===== config.mk =====
export PLATFORM = sky130hd
export DESIGN_NAME = gpio_apb_irq
export DESIGN_NICKNAME = d
export VERILOG_FILES = /design/src/rtl/gpio_pkg.sv /design/src/rtl/gpio_sync_edge.sv /design/src/rtl/gpio_apb_irq.sv
export SDC_FILE = /design/constraint.sdc
export NUM_CORES = 1
export LEC_CHECK = 0
export ABC_AREA = 1
export CORE_MARGIN = 5
export CORE_UTILIZATION = 40
export DETAILED_ROUTE_END_ITERATION = 10
export GPL_TIMING_DRIVEN = 0
export SKIP_CTS_REPAIR_TIMING = 1
export SYNTH_ARGS = -nofsm -noshare
export SYNTH_HDL_FRONTEND = slang
export SYNTH_SLANG_ARGS = --single-unit

===== constraint.sdc =====
create_clock -name clock -period 1.35 [get_ports clock]
set_input_delay 0.27 -clock clock [delete_from_list [all_inputs] [get_ports clock]]
set_output_delay 0.27 -clock clock [all_outputs]
set_load 0.01 [all_outputs]

===== src/rtl/gpio_pkg.sv =====
// Shared definitions for the APB GPIO block: register map, interrupt mode
// encodings and the decoded APB request payload.
package gpio_pkg;

   localparam int unsigned APB_AW = 32;
   localparam int unsigned APB_DW = 32;
   localparam int unsigned APB_SW = APB_DW / 8;
   localparam int unsigned OFF_W  = 8;

   localparam logic [OFF_W-1:0] OFF_GPO      = 8'h00;
   localparam logic [OFF_W-1:0] OFF_GPI      = 8'h04;
   localparam logic [OFF_W-1:0] OFF_GPO_SET  = 8'h08;
   localparam logic [OFF_W-1:0] OFF_GPD      = 8'h0C;
   localparam logic [OFF_W-1:0] OFF_GPO_CLR  = 8'h10;
   localparam logic [OFF_W-1:0] OFF_GPO_TGL  = 8'h14;
   localparam logic [OFF_W-1:0] OFF_IRQ_EN   = 8'h18;
   localparam logic [OFF_W-1:0] OFF_IRQ_TYPE = 8'h1C;
   localparam logic [OFF_W-1:0] OFF_IRQ_POL  = 8'h20;
   localparam logic [OFF_W-1:0] OFF_IRQ_BOTH = 8'h24;
   localparam logic [OFF_W-1:0] OFF_IRQ_STAT = 8'h28;
   localparam logic [OFF_W-1:0] OFF_IRQ_PEND = 8'h2C;

   localparam logic IRQ_TYPE_LEVEL = 1'b0;
   localparam logic IRQ_TYPE_EDGE  = 1'b1;
   localparam logic IRQ_POL_LOW    = 1'b0;
   localparam logic IRQ_POL_HIGH   = 1'b1;

   // One APB cycle after decode: write commit, read load and masked data.
   typedef struct packed {
      logic [OFF_W-1:0]  off;
      logic              wr;
      logic              rd;
      logic [APB_DW-1:0] wdata;
      logic [APB_DW-1:0] bmask;
   } apb_req_t;

   // Expand byte strobes into a per-bit write mask.
   function automatic logic [APB_DW-1:0] byte_mask(input logic [APB_SW-1:0] pstb);
      logic [APB_DW-1:0] m;
      m = '0;
      for (int k = 0; k < int'(APB_SW); k++) begin
         m[8*k +: 8] = {8{pstb[k]}};
      end
      return m;
   endfunction

endpackage


===== src/rtl/gpio_sync_edge.sv =====
// Per-bit input synchroniser plus edge/level event detection for the
// GPIO interrupt status register.
module gpio_sync_edge
   import gpio_pkg::*;
#(
   parameter int unsigned NUM_IO      = 20,
   parameter int unsigned SYNC_STAGES = 2
) (
   input  logic              clock,
   input  logic              rst_n,
   input  logic [NUM_IO-1:0] gpi_i,
   input  logic [NUM_IO-1:0] irq_type_i,
   input  logic [NUM_IO-1:0] irq_pol_i,
   input  logic [NUM_IO-1:0] irq_both_i,
   output logic [NUM_IO-1:0] sync_o,
   output logic [NUM_IO-1:0] event_c
);

   logic [NUM_IO-1:0] sync_q [SYNC_STAGES];
   logic [NUM_IO-1:0] dly_q;
   logic [NUM_IO-1:0] last_c;
   logic [NUM_IO-1:0] rise_c;
   logic [NUM_IO-1:0] fall_c;

   // Synchroniser chain and the one-cycle-delayed copy of its last stage.
   always_ff @(posedge clock or negedge rst_n) begin
      if (!rst_n) begin
         for (int s = 0; s < int'(SYNC_STAGES); s++) begin
            sync_q[s] <= '0;
         end
         dly_q <= '0;
      end else begin
         sync_q[0] <= gpi_i;
         for (int s = 1; s < int'(SYNC_STAGES); s++) begin
            sync_q[s] <= sync_q[s-1];
         end
         dly_q <= sync_q[SYNC_STAGES-1];
      end
   end

   assign last_c = sync_q[SYNC_STAGES-1];
   assign rise_c = last_c & ~dly_q;
   assign fall_c = ~last_c & dly_q;
   assign sync_o = last_c;

   // Event select: edge mode picks rise/fall/both, level mode matches polarity.
   always_comb begin
      event_c = '0;
      for (int i = 0; i < int'(NUM_IO); i++) begin
         if (irq_type_i[i] == IRQ_TYPE_EDGE) begin
            if (irq_both_i[i]) begin
               event_c[i] = rise_c[i] | fall_c[i];
            end else if (irq_pol_i[i] == IRQ_POL_HIGH) begin
               event_c[i] = rise_c[i];
            end else begin
               event_c[i] = fall_c[i];
            end
         end else begin
            event_c[i] = (last_c[i] == irq_pol_i[i]);
         end
      end
   end

endmodule


===== src/rtl/gpio_apb_irq.sv =====
// APB-attached GPIO block with set/clear/toggle outputs, direction control
// and a per-bit edge/level interrupt controller.
module gpio_apb_irq
   import gpio_pkg::*;
#(
   parameter int unsigned NUM_IO      = 20,
   parameter int unsigned SYNC_STAGES = 2
) (
   input  logic              clock,
   input  logic              rst_n,
   input  logic [31:0]       apb_addr,
   input  logic              apb_sel,
   input  logic              apb_write,
   input  logic              apb_ena,
   input  logic [31:0]       apb_wdata,
   input  logic [3:0]        apb_pstb,
   output logic [31:0]       apb_rdata,
   output logic              apb_rready,
   input  logic [NUM_IO-1:0] gpi,
   output logic [NUM_IO-1:0] gpo,
   output logic [NUM_IO-1:0] gpd,
   output logic              gpio_intr
);

   apb_req_t          req;
   logic [NUM_IO-1:0] wmask;
   logic [NUM_IO-1:0] wbits;

   logic [NUM_IO-1:0] gpo_q,  gpo_d;
   logic [NUM_IO-1:0] gpd_q,  gpd_d;
   logic [NUM_IO-1:0] en_q,   en_d;
   logic [NUM_IO-1:0] type_q, type_d;
   logic [NUM_IO-1:0] pol_q,  pol_d;
   logic [NUM_IO-1:0] both_q, both_d;
   logic [NUM_IO-1:0] stat_q, stat_d;
   logic [NUM_IO-1:0] stat_clr;
   logic [31:0]       rdata_q, rdata_d;
   logic [NUM_IO-1:0] rd_val;
   logic              intr_q, intr_d;

   logic [NUM_IO-1:0] sync_val;
   logic [NUM_IO-1:0] event_c;
   logic              unused_ok;

   gpio_sync_edge #(
      .NUM_IO      (NUM_IO),
      .SYNC_STAGES (SYNC_STAGES)
   ) u_sync_edge (
      .clock      (clock),
      .rst_n      (rst_n),
      .gpi_i      (gpi),
      .irq_type_i (type_q),
      .irq_pol_i  (pol_q),
      .irq_both_i (both_q),
      .sync_o     (sync_val),
      .event_c    (event_c)
   );

   // Decode the APB phase; strobes gate every write action bit-for-bit.
   always_comb begin
      req.off   = apb_addr[OFF_W-1:0];
      req.wr    = apb_sel & apb_write & apb_ena;
      req.rd    = apb_sel & ~apb_write;
      req.wdata = apb_wdata;
      req.bmask = byte_mask(apb_pstb);
   end

   assign wmask = NUM_IO'(req.bmask);
   assign wbits = NUM_IO'(req.wdata & req.bmask);

   // Register write decode; event set wins over a same-cycle W1C.
   always_comb begin
      gpo_d    = gpo_q;
      gpd_d    = gpd_q;
      en_d     = en_q;
      type_d   = type_q;
      pol_d    = pol_q;
      both_d   = both_q;
      stat_clr = '0;
      if (req.wr) begin
         case (req.off)
            OFF_GPO:      gpo_d  = (gpo_q  & ~wmask) | wbits;
            OFF_GPO_SET:  gpo_d  = gpo_q | wbits;
            OFF_GPO_CLR:  gpo_d  = gpo_q & ~wbits;
            OFF_GPO_TGL:  gpo_d  = gpo_q ^ wbits;
            OFF_GPD:      gpd_d  = (gpd_q  & ~wmask) | wbits;
            OFF_IRQ_EN:   en_d   = (en_q   & ~wmask) | wbits;
            OFF_IRQ_TYPE: type_d = (type_q & ~wmask) | wbits;
            OFF_IRQ_POL:  pol_d  = (pol_q  & ~wmask) | wbits;
            OFF_IRQ_BOTH: both_d = (both_q & ~wmask) | wbits;
            OFF_IRQ_STAT: stat_clr = wbits;
            default:      ;
         endcase
      end
      stat_d = (stat_q & ~stat_clr) | event_c;
      intr_d = |(stat_q & en_q);
   end

   // Read mux; action registers and unmapped offsets read as zero.
   always_comb begin
      rd_val = '0;
      case (req.off)
         OFF_GPO:      rd_val = gpo_q;
         OFF_GPI:      rd_val = sync_val;
         OFF_GPD:      rd_val = gpd_q;
         OFF_IRQ_EN:   rd_val = en_q;
         OFF_IRQ_TYPE: rd_val = type_q;
         OFF_IRQ_POL:  rd_val = pol_q;
         OFF_IRQ_BOTH: rd_val = both_q;
         OFF_IRQ_STAT: rd_val = stat_q;
         OFF_IRQ_PEND: rd_val = stat_q & en_q;
         default:      rd_val = '0;
      endcase
      rdata_d = req.rd ? 32'(rd_val) : rdata_q;
   end

   always_ff @(posedge clock or negedge rst_n) begin
      if (!rst_n) begin
         gpo_q   <= '0;
         gpd_q   <= '0;
         en_q    <= '0;
         type_q  <= '0;
         pol_q   <= '0;
         both_q  <= '0;
         stat_q  <= '0;
         rdata_q <= '0;
         intr_q  <= 1'b0;
      end else begin
         gpo_q   <= gpo_d;
         gpd_q   <= gpd_d;
         en_q    <= en_d;
         type_q  <= type_d;
         pol_q   <= pol_d;
         both_q  <= both_d;
         stat_q  <= stat_d;
         rdata_q <= rdata_d;
         intr_q  <= intr_d;
      end
   end

   assign gpo        = gpo_q;
   assign gpd        = gpd_q;
   assign gpio_intr  = intr_q;
   assign apb_rdata  = rdata_q;
   assign apb_rready = 1'b1;

   // Upper address bits and data/strobe bits above NUM_IO are don't-care.
   assign unused_ok = ^{apb_addr[31:OFF_W], req.wdata, req.bmask};

endmodule


==> metrics.csv <==
stage;metric;value;unit
worst_setup_path;crit_path_top_delay_cell;dfrtp_2;
timing;worst_slack;-50.35;ps
power_and_ir_drop;leakagePower;7.912;nW
synthesis;synth.area.top_cells;dfrtp_1 48%, nand2_1 12%, nand3_1 7.9%;
synthesis;synthSimpleGateAreaFrac;24.68;%
synthesis;ys_warn_count;0;
cts;cts_sinks;221;
worst_setup_path;worst-path-buf-inv;1;
synthesis;ys_async_sr_fraction;100.0;%
synthesis;synth_top_area_cell;dfrtp_1;
synthesis;netlist_area;0.01153;sq mm
timing;layout_min_cycle_time;1400;ps
synthesis;synth_top_cell_area_share;47.97;%
cts;cts_root_buf;clkbuf_16;
cts;h-tree-depth;1;
power_and_ir_drop;vdd_ir_drop_max;0.7996;mV
synthesis;synth_seq_area_share;47.97;%
timing;finalSetupViolCount;21;
cells_and_area;antenna_cells;0;
place;numPortBuffers;113;
routing;first_iter_violations;1067;
die;die_y;179.8;um
routing;first_pass_iters;6;
global_route;grt_start_max_net_pins;92;
die;die_area;0.03232;sq mm
cts;cts_buffers;25;
routing;drtAntennaViolNets;0;
global_route;grt_pass1_vias;10310;
timing;rsz0062_at_grt;true;
cells_and_area;drive_gt1_share;17.97;%
worst_setup_path;critPathCaptureType;output port;
synthesis;synthAdderAreaFrac;6.512;%
job;maxCapViolations;0;
worst_hold_path;hp-class;primary input to flip-flop;
cts;clk_path_buf_depth;3;
worst_setup_path;cp_max_fo;3;
synthesis;muxShareOfSynthArea;0;%
place;hpwlAfterDp;27890;um
cells_and_area;layout_common_cells;356 x nand2_1, 215 x dfrtp_1, 171 x nand3_1, 149 x inv_1, 133 x o21ai_0;
synthesis;netlist_instances;1446;
die;initial_core_util;40.38;%
routing;finalWirelength;41240;um
cts;clkLatencyLatePin;540;ps
routing;drc_errors;0;
cts;path_clk_slew;60;ps
synthesis;post_synth.cell_area_avg;7.973;sq um
die;io_pins;167;
synthesis;synth_compound_area_share;12.08;%
timing;whs;167.9;ps
die;fp.dieW;179.8;um
global_route;grt_pass1_wl;60700;um
cells_and_area;final_nets;1820;
synthesis;synth-main-ff-cell;dfrtp_1;
timing;period_share;103.7;%
cts;cts_tree;built;
timing;maxSlewHeadroom;61.17;%
worst_setup_path;cp-start-kind;flip-flop;
timing;finClkSkew;28.16;ps
routing;wire_per_inst;19.97;um
die;coreArea;0.02855;sq mm
place;routabilityCongestion;0.9495;
worst_setup_path;critPathKind;flip-flop to output port;
timing;max_freq;0.7141;GHz
synthesis;synth_top_family_by_area;simple AND/OR/NAND/NOR gates;
worst_setup_path;crit_arrival;1130;ps
routing;vias;11150;
worst_setup_path;crit_family;flip-flops;
worst_setup_path;crit_chain;buf_6;
timing;hold_viol;0;
global_route;overflow;0;
run_status;status;complete, but fails checks;
timing;tightest_slew;582.5;ps
die;placement_rows;62;
global_route;track_usage;23.92;%
timing;slew_violations;0;
global_route;antenna_found_initial;0;
cells_and_area;final_common_cell;nand2_1;
synthesis;synth_cell_types;29;
routing;via_per_inst;5.400;
worst_setup_path;required;1080;ps
cells_and_area;area_growth;28.61;%
synthesis;ys_ff_latch;221;
synthesis;synthXorXnorAreaFrac;0.07597;%
run_status;violations;setup timing;
power_and_ir_drop;cellPowerDensity;980.3;mW/mm^2
synthesis;synth-edff-count;0;
place;dp_slack;-1256;ps
worst_setup_path;crit_path_max_incr_delay;450;ps
synth_stat cells (4+ instances only):
library cell / number
a21oi_1: 40
nor2_2: 10
o21ai_0: 142
dfrtp_1: 221
nor2_4: 4
buf_2: 29
buf_4: 15
clkbuf_1: 25
inv_2: 6
o21ai_1: 18
ha_1: 60
o22ai_1: 60
nand3b_1: 4
nand3_1: 182
inv_1: 149
nand2_1: 364
buf_6: 4
nor2_1: 93
logic make-up after synthesis:
group / count (synthesis)
xor gates and xnor gates: 1
other: 2
adders and majority gates: 60
DFF: 221
buffers and inverters: 232
AOI/OAI and AO/OA: 262
and+or+nand+nor: 668
path summary, 6_finish.rpt:
kind                                              from  cells after the start  slack [ps]                      to
worst max-delay path                         flip-flop                      1         -50                  gpd[8]
worst min-delay path                           gpi[12]                      1         170  u_sync_edge.sync_q[32]
worst max register to register               flip-flop                      8          30           apb_rdata[10]
worst min register to register  u_sync_edge.sync_q[30]                      0         350  u_sync_edge.sync_o[10]
max in group asynchronous                        rst_n                      3         320                 gpo[12]
min in group asynchronous                        rst_n                      2         240   u_sync_edge.sync_o[4]
routing by layer:
metal | GRT usage [%] | vias to the layer above | wire [um]
li1 | - | 5169 | -
met1 | 32.74 | 5346 | 17070
met2 | 37.35 | 520 | 18590
met3 | 4.487 | 116 | 3325
met4 | 10.30 | 0 | 2261
met5 | 0 | - | 0
layout make-up:
class                   count  area (sq um)
plain buffers              74         571.8
clock buffers              34         699.4
clock inverters             7         41.29
fillers                  2745         13720
inverters                 158         609.3
multi-input cells        1004          5300
flip-flops and latches    221          5538
well taps                 384         480.5
repair buffers            183          1587
power by group:
group | leakage [nW] | internal [mW] | switching, mW
clock | 0.367 | 3.59 | 2.76
combinational | 5.02 | 0.483 | 0.784
sequential | 2.52 | 6.79 | 0.129
total | 7.91 | 10.9 | 3.67
stage by stage:
stage	total power, mW	TNS (ps)	instances	util (%)	area (sq um)
after floorplan	7.542	0	1457	-	11570
after global placement	8.169	-2307350	1954	46.17	13180
after detailed placement	8.205	-158330	1956	46.38	13240
after CTS	14.54	-95920	1997	48.98	13980
after global routing	15.02	-1035	2065	51.94	14830
final	14.53	-378.1	2065	51.94	14830
Power figures use the tool's default switching activity.
==> RTL edit: new RTL, same settings <==
`SYNC_STAGES` is set to 2 in 2 places; all go to 1.
--- a/src/rtl/gpio_sync_edge.sv
+++ b/src/rtl/gpio_sync_edge.sv
@@ -4,7 +4,7 @@
    import gpio_pkg::*;
 #(
    parameter int unsigned NUM_IO      = 20,
-   parameter int unsigned SYNC_STAGES = 2
+   parameter int unsigned SYNC_STAGES = 1
 ) (
    input  logic              clock,
    input  logic              rst_n,
--- a/src/rtl/gpio_apb_irq.sv
+++ b/src/rtl/gpio_apb_irq.sv
@@ -4,7 +4,7 @@
    import gpio_pkg::*;
 #(
    parameter int unsigned NUM_IO      = 20,
-   parameter int unsigned SYNC_STAGES = 2
+   parameter int unsigned SYNC_STAGES = 1
 ) (
    input  logic              clock,
    input  logic              rst_n,
Function: changed (a bounded check fails within 4 cycles, from zero or initial values and one cycle with rst_n low).
==> RTL edit against the unedited design <==
  * The flow finishes with violations (hold timing, setup timing)
  * Total power decreased by 0.30%
  * Sequential cell count decreased by 20
  * Critical path depth unchanged
  * Sequential share of layout area decreased by 2.0 points
  * Critical endpoint is now gpd[3]
  * Setup slack got worse by 11 ps
  * Wire length decreased by 2.7%
  * Design area decreased by 3.9%
  * Area after synthesis decreased by 4.4%
  * Hold slack got worse by 420 ps
  * Fmax decreased by 0.80%
  * Via count decreased by 3.4%
  * Clock power increased by 9.3%
==> RTL edit: results (changes against the unedited design) <==
- Net count, final: 1769 (was 1820)
- Violated checks: hold timing, setup timing (was setup timing)
- Slowest cell delay on critical path: 430 ps (was 450 ps)
- First-pass GRT wire length: 59.1 mm (was 60.7 mm)
- Filler Cells Inserted: 2551 (was 2745)
- Status: finished, violations left (unchanged)
- Final hold viol count: 85 (was 0)
- Largest net degree at the start of global routing: 117 (was 92)
- DR iter-0 viols: 1108 (was 1067)
- Initial DRT Pass Iterations: 5 (was 6)
- Pre-CTS setup slack: -1060 ps (was -1260 ps)
- Count of final setup violators: 22 (was 21)
- Worst vdd ir: 764 uV (was 800 uV)
- Post-detail-place hpwl: 26.8 mm (was 27.9 mm)
- Yosys cell types: 27 (was 29)
- Sum Neg Setup Slack: -627 ps (was -378 ps)
- Fin Clk Skew: 25.2 ps (was 28.2 ps)
- Largest cells by area after synthesis: dfrtp_1 46%, nand2_1 10%, nand3_1 9.4%, ha_1 6.8%, inv_1 5.8% (was dfrtp_1 48%, nand2_1 12%, nand3_1 7.9%, ha_1 6.5%, o21ai_0 6.2%)
- GPL Wtd Cong: 0.910 (was 0.950)
- Worst hold slack: -249 ps (was 168 ps)
- Layout cells sized above 1: 17.7% (was 18.0%)
- Hold/Removal Path Class: in -> async (was in -> reg)
- Total CTS buffers: 24 (was 25)
- Seq/Total Area, Yosys: 45.6% (was 48.0%)
- Drt wl/cell: 20.3 um (was 20.0 um)
- Slack of the critical path: -61.6 ps (was -50.4 ps)
- Initial antenna violation count: 1 (was 0)
- Lkg Pwr: 7.58 nW (was 7.91 nW)
- R2R Path End: apb_rdata[4] (was apb_rdata[10])
- Most frequent cells after synthesis: 306 x nand2_1, 206 x nand3_1, 201 x dfrtp_1, 169 x inv_1, 118 x o21ai_0 (was 364 x nand2_1, 221 x dfrtp_1, 182 x nand3_1, 149 x inv_1, 142 x o21ai_0)
- Via density per instance: 5.46 (was 5.40)
-- RTL edit: changes by cell type after synthesis, sizes merged, moves of 3 or more --
cell	delta
nand2	-57
nand3	+23
dfrtp	-20
inv	+20
o22ai	+15
o21ai	-14
buf	+3
clkinv	-3
nand3b	+3
-- RTL edit: layout make-up --
class | count | area share (%)
Timing Repair inverter | 1 | 0.0351
Timing Repair Buffer | 166 | 10.2
Buffer | 76 | 4.11
Sequential cell | 201 | 35.4
Inverter | 175 | 4.65
Tap cell | 341 | 3.00
Multi-Input combinational cell | 971 | 36.6
Clock buffer | 31 | 4.68
Clock inverter | 13 | 1.26
-- RTL edit: worst max-delay path by stage --
stage	to	slack [ps]	cells after the start
2_1_floorplan	register	30	6
3_3_place_gp	u_sync_edge.sync_o[3]	-9010	1
3_5_place_dp	apb_rdata[0]	-1060	11
4_1_cts	apb_rdata[0]	-520	11
5_1_grt	gpd[12]	-80	1
6_report	gpd[3]	-60	1
-- RTL edit: power breakdown --
part | internal, W | switching, W
combinational | 0.000479 | 0.000784
sequential | 0.00616 | 0.000128
clock | 0.00426 | 0.00268
total | 0.0109 | 0.00359
-- RTL edit: routing by layer --
metal | vias to the layer above | wire, um | global-route usage [%] | part of all wire, %
li1 | 5054 | - | - | -
met1 | 5098 | 17000 | 34.8 | 42
met2 | 531 | 17900 | 38.3 | 44
met3 | 90 | 3770 | 4.52 | 9.4
met4 | 2 | 1470 | 8.35 | 3.7
met5 | - | 20 | 0 | 0.050
-- RTL edit: cell families (layout without fill, tap and decap cells) --
group,count (synthesis),after routing,share of synthesized area [%]
AOI/OAI and AO/OA,263,263,12.9
adders and majority gates,60,60,6.81
buffers and inverters,251,462,9.60
DFF,201,201,45.6
other,2,13,0.0681
and+or+nand+nor,635,635,25.0
-- RTL edit: stage by stage --
stage	hold WS, ps	total power (W)	std cells
after global routing	-201	0.0150	1975
after CTS	-232	0.0145	1922
final	-249	0.0145	1975
after global placement	432	0.00753	1877
after detailed placement	332	0.00755	1878
after floorplan	-25.6	0.00692	1423
